File: src/rtl/key_debounce_pulse.sv
// Pushbutton debouncer: 2-flop synchronizer feeding a four-state debounce FSM
// that produces a clean level plus one-cycle press and release strobes.
module key_debounce_pulse #(
  parameter int DEBOUNCE_CYCLES = 50000,
  parameter int CNT_W           = 16,
  parameter int ACTIVE_LOW      = 1
) (
  input  logic clk,
  input  logic reset,
  input  logic key_in,
  output logic key_level,
  output logic key_pulse,
  output logic key_release
);

  typedef enum logic [1:0] {
    RELEASED,
    PRESS_CHK,
    PRESSED,
    RELEASE_CHK
  } state_t;

  localparam logic [CNT_W-1:0] LAST     = CNT_W'(DEBOUNCE_CYCLES - 1);
  localparam logic             IDLE_RAW = (ACTIVE_LOW != 0);

  state_t           state;
  logic [CNT_W-1:0] cnt;
  logic             sync1;
  logic             sync2;
  logic             p;

  // Synchronizer flops reset to the idle level so a held key is re-debounced after reset.
  always_ff @(posedge clk) begin
    if (reset) begin
      sync1 <= IDLE_RAW;
      sync2 <= IDLE_RAW;
    end else begin
      sync1 <= key_in;
      sync2 <= sync1;
    end
  end

  assign p = (ACTIVE_LOW != 0) ? ~sync2 : sync2;

  always_ff @(posedge clk) begin
    if (reset) begin
      state       <= RELEASED;
      cnt         <= '0;
      key_level   <= 1'b0;
      key_pulse   <= 1'b0;
      key_release <= 1'b0;
    end else begin
      key_pulse   <= 1'b0;
      key_release <= 1'b0;
      case (state)
        RELEASED: begin
          if (p) begin
            state <= PRESS_CHK;
            cnt   <= '0;
          end
        end
        PRESS_CHK: begin
          if (!p) begin
            state <= RELEASED;
            cnt   <= '0;
          end else if (cnt == LAST) begin
            state     <= PRESSED;
            cnt       <= '0;
            key_level <= 1'b1;
            key_pulse <= 1'b1;
          end else begin
            cnt <= cnt + 1'b1;
          end
        end
        PRESSED: begin
          if (!p) begin
            state <= RELEASE_CHK;
            cnt   <= '0;
          end
        end
        RELEASE_CHK: begin
          // key_level stays high here; it only drops once the release is accepted.
          if (p) begin
            state <= PRESSED;
            cnt   <= '0;
          end else if (cnt == LAST) begin
            state       <= RELEASED;
            cnt         <= '0;
            key_level   <= 1'b0;
            key_release <= 1'b1;
          end else begin
            cnt <= cnt + 1'b1;
          end
        end
        default: begin
          state <= RELEASED;
          cnt   <= '0;
        end
      endcase
    end
  end

endmodule

File: config.mk
export PLATFORM = sky130hd
export DESIGN_NAME = key_debounce_pulse
export DESIGN_NICKNAME = d
export VERILOG_FILES = /design/src/rtl/key_debounce_pulse.sv
export SDC_FILE = /design/constraint.sdc
export NUM_CORES = 1
export LEC_CHECK = 0
export CELL_PAD_IN_SITES_DETAIL_PLACEMENT = 0
export CELL_PAD_IN_SITES_GLOBAL_PLACEMENT = 1
export CORE_MARGIN = 2
export CORE_UTILIZATION = 32
export CTS_CLUSTER_SIZE = 16
export DETAILED_ROUTE_END_ITERATION = 10
export HOLD_SLACK_MARGIN = 0.12
export PLACE_DENSITY = 0.65
export SETUP_SLACK_MARGIN = 0.05
export SYNTH_ARGS = -nofsm -noshare
export SYNTH_HDL_FRONTEND = slang
export SYNTH_SLANG_ARGS = --single-unit
File: constraint.sdc
create_clock -name clk -period 1.8 [get_ports clk]
set_input_delay 0.27 -clock clk [delete_from_list [all_inputs] [get_ports clk]]
set_output_delay 0.27 -clock clk [all_outputs]
set_load 0.05 [all_outputs]
## Word-level counts from Yosys, hierarchy flattened

Cells that the tools add are included.

| storage, ports and cells | value |
|---|---|
| bits in registers | 23 |
| input port bits | 3 |
| output and inout bits | 3 |
| word-level logic and storage cells | 49 |

| operators by class | value |
|---|---|
| add/subtract/negate cells | 1 |
| equality and inequality tests | 12 |
| muxes and demuxes | 19 |
| bitwise logic cells | 3 |
| reduce and logical (&&, ||, !) cells | 7 |

Operators by type and width:

| cell | number |
|---|---|
| 16-bit 2-to-1 mux | 5 |
| 16-bit one-hot mux with 4 select lines | 1 |
| 16-bit by 1-bit adder with 16-bit output (second input constant) | 1 |
| 16-bit == test (second input constant) | 1 |
| 2-bit 2-to-1 mux | 6 |
| 2-bit != test (second input constant) | 6 |
| 2-bit one-hot mux with 4 select lines | 1 |
| 3-bit != test (second input constant) | 2 |
| 3-bit OR reduction | 2 |
| 1-bit 2-to-1 mux | 5 |
| 5-bit AND reduction | 1 |
| 2-bit == test (second input constant) | 2 |
| 4-bit AND reduction | 1 |
| 1-bit inverter | 3 |
| 2-bit by 1-bit == test with 1-bit output (second input constant) | 1 |
| 2-bit zero test | 1 |
| 1-bit one-hot mux with 2 select lines | 1 |
| 2-bit AND reduction | 1 |
| 2-bit nonzero test | 1 |

## Longest topological paths before layout

| logic depth | value |
|---|---|
| word-level depth | 4 |
| depth in mapped cells | 7 |
| mapped depth without buffers | 5 |

## Least setup slack after synthesis

No wires, ideal clock.

| timing path | value |
|---|---|
| kind | register to register |
| start | reg cnt[0] |
| end | reg cnt[13] |
| library setup time | 58 ps |
| data arrival time | 1512 ps |
| required time | 1742 ps |
| setup slack | 230 ps |
| stages on the path, launching flop included | 8 |
| path buffers | 2 |
| clock period less this slack | 1570 ps |
| cells stage by stage | dfxtp_1 -> ha_1 -> and3_1 -> and4_1 -> buf_6 -> buf_8 -> nor4_2 -> o21a_1 |

| on the way | value |
|---|---|
| word-level cells in the longest chain between the ends | 4 |
| elaborated cells on any way between the ends | 6 |
| classes of those cells | 1 x add/sub; 1 x eq/ne; 4 x mux |

Ends and longest elaborated chain:

| what | RTL line | RTL |
|---|---|---|
| start, declared | 27 | `logic [CNT_W-1:0] cnt;` |
| start signal, assigned | 72 | `cnt <= cnt + 1'b1;` |
| start signal, assigned | 92 | `cnt <= cnt + 1'b1;` |
| 16-bit by 1-bit adder with 16-bit output or 16-bit == test (tied branches) | n/a |  |
| 16-bit 2-to-1 mux * | 66, 86 |  |
| 16-bit 2-to-1 mux, on equally long branches | 83, 63 |  |
| 16-bit one-hot mux with 4 select lines * | 55 | `case (state)` |

Every way passes the cells marked *; elsewhere a longest branch is shown, timed or not.
A chain may end at the register's enable or synchronous reset.

## Worst setup path after layout

| timing path | value |
|---|---|
| start | reg key_level |
| end | out key_level |

RTL lines:

| what | RTL line | RTL |
|---|---|---|
| start, declared | 11 | `output logic key_level,` |
| start signal, assigned | 49 | `key_level <= 1'b0;` |
| start signal, assigned | 69 | `key_level <= 1'b1;` |
| start signal, assigned | 89 | `key_level <= 1'b0;` |

No word-level cell between the ends.

==> flow_summary.toml <==
[power_and_ir_drop]
power_density_nw_per_um2 = 639
clock_power_share_pct = 35.1
p_leak_nw = 0.546
switchingPower_uw = 229
swShare_pct = 24.2
p_comb_share_pct = 8.9
finalPower_uw = 945
seq_power_share_pct = 56.0
ir_drop_mv = 0.400
intPower_uw = 716

[clock_network]
clk_path_buf_depth = 2
cts_tree = "built"
clock_latency_ns = 0.27
root_buffer = "clkbuf_8"
clk_pin_slew_ns = 0.08
htreeDepth = 1
post-cts-setup-buffers = 0
cts_hold_buffers = 0
numCtsBuffers = 3
clock_sinks = 23

[worst_setup_path]
setup.worst_path.class = "reg2out"
crit_family = "buffers and inverters"
r2r_end = "cnt[7]"
reg2reg_slack_ns = 0.18
arrival_ns = 1.41
start_kind = "register"
path_cells = "clkdlybuf4s50_1"
cp-end-kind = "primary output"
crit_fanout = 3
critPathSlowestCell = "clkdlybuf4s50_1"
r2r_cells = 6
reg2reg_from = "cnt[0]"
required_ns = 1.53
critical-path-max-stage-delay_ns = 0.80
critPathBufInv = 1

[yosys]
syn_inst = 127
syn_area_um2 = 1210
synth.distinct_cells = 44
syn_nets = 131
async_reset_ff_share_pct = 0
synth-main-ff-cell = "dfxtp_1"
ys_seq_area_share_pct = 38.2
synth-seq-cells = 23
avgSynthCellArea_um2 = 9.50
synth_edf_count = 0
yosys_warnings = 0

[global_routing]
grt_use_total_pct = 14.4
grt_pass1_vias = 989
grt_overflow = 0
grt_start_max_net_pins = 16
grt_pass1_wl_mm = 4.65
antenna_found_initial = 0

[drt]
routed_wl_mm = 2.75
vias = 1058
via_per_inst = 5.48
antenna_left = 0
drc = 0
post_drt_wl_per_cell_um = 14.3
drt_iter0_markers = 43
detail_route.first_pass.iterations = 4

[finish]
layout.nets = 150
drive_above_1_share_pct = 24.1
diodes = 0
area_growth_pct = 22.6
design_area_um2 = 1480
final_common_cell = "dfxtp_1"
final_util_pct = 40.7
final_cell_mix = "23 x dfxtp_1, 15 x buf_4, 9 x nor3_1"

[floorplanning]
rows = 22
ioPinCount = 6
die_height_um = 65.4
dieArea_um2 = 4280
start_util_pct = 33.2
core-area_um2 = 3630
die_x_um = 65.4

[place]
hpwlAfterDp_mm = 1.92
dpl_cell_area_um2 = 1390
io_buffers = 5
place_congestion = 0.768

[sta]
worst_hold_slack_ns = 0.419
finalHoldViolCount = 0
period_minus_slack_ns = 1.68
drv_slew = 0
tightest_slew_ns = 0.665
fmax_mhz = 595
slew_headroom_pct = 55.3
final.setup.tns_ns = 0
rsz0062_at_grt = "no"
skew_ns = 0.00346
min_period_over_period_pct = 93.3
setup_viol = 0

[hold_path]
holdCritPathClass = "reg2reg"
min_from = "sync1"
hold_end = "sync2"
min_path_cells = 1

[outcome]
run_status = "finished, final reports clean"

[run]
drv_cap = 0
[cells by family after synthesis]
logic type / count (synthesis) / synth area share, %
buf+inv: 11 / 6.43
flops: 23 / 38.2
xor+xnor: 5 / 4.25
compound gates: 32 / 20.9
simple gates: 55 / 29.3
fa+ha+maj: 1 / 1.04
[metrics by stage]
stage	setup slack, ns	instances
2_1_floorplan	0.230	127
3_3_place_gp	0.0106	189
3_5_place_dp	-0.0159	189
6_report	0.120	193
5_1_grt	0.0690	193
4_1_cts	0.0558	193
[Yosys cell counts, drive strengths merged, types with 3 or more instances]
master,number,area share [%]
buf,6,4.9
nand3,6,2.5
dfxtp,23,38
a21o,3,1.9
o21ai,3,1.2
nand4,5,2.6
nor3,9,3.7
inv,4,1.2
o31ai,4,2.5
nor4b,3,3.2
xnor2,3,2.8
nor2,4,1.2
nand2,6,1.9
a21oi,5,2.4
nor4,9,5.2
a22o,7,5.1
[sequential cells by signal (all words and copies together), names as in the netlist, named ones only]
name and flops:
cnt 16, key_level 1, key_pulse 1, key_release 1, state 1, sync1 1
sync2 1
[power groups by stage]
stage | sequential (mW) | combinational [mW] | clock, mW
floorplan | 0.547 | 0.0492 | 0
global route | 0.532 | 0.0922 | 0.368
detailed placement | 0.541 | 0.0813 | 0
finish | 0.530 | 0.0838 | 0.332
global placement | 0.540 | 0.0813 | 0
CTS | 0.528 | 0.0821 | 0.343
[metal layers]
| metal | routed length, um | track usage (%) | part of all wire [%] |
|---|---|---|---|
| met5 | 0 | 0 | 0 |
| met4 | 53 | 7.81 | 1.9 |
| met1 | 1320 | 18.1 | 48 |
| met3 | 45 | 2.57 | 1.6 |
| met2 | 1330 | 23.3 | 48 |
[cell type report]
cell class              instances  area (um2)
clock buffers                   4        45.0
fillers                       367        2150
inverters                       4        15.0
repair buffers                 21         183
multi-input cells              93         716
well taps                      48        60.1
flip-flops and latches         23         460
[worst max path at each step]
| stage | start | end | cells after the start |
|---|---|---|---|
| finish | key_level | key_level | 1 |
| global route | cnt[0] | cnt[14] | 5 |
| CTS | register | cnt[2] | 5 |
| detailed placement | reset | cnt[13] | 4 |
| global placement | reset | cnt[13] | 4 |
| floorplan | cnt[0] | cnt[13] | 7 |
[what timing repair did]
| item | 4_1_cts | 5_1_grt |
|---|---|---|
| setup endpoints to repair | 2 | 16 |
| pin swaps | 0 | 0 |
| gates resized for setup | 2 | 9 |
Note: power is estimated with default switching activity, not from simulation.
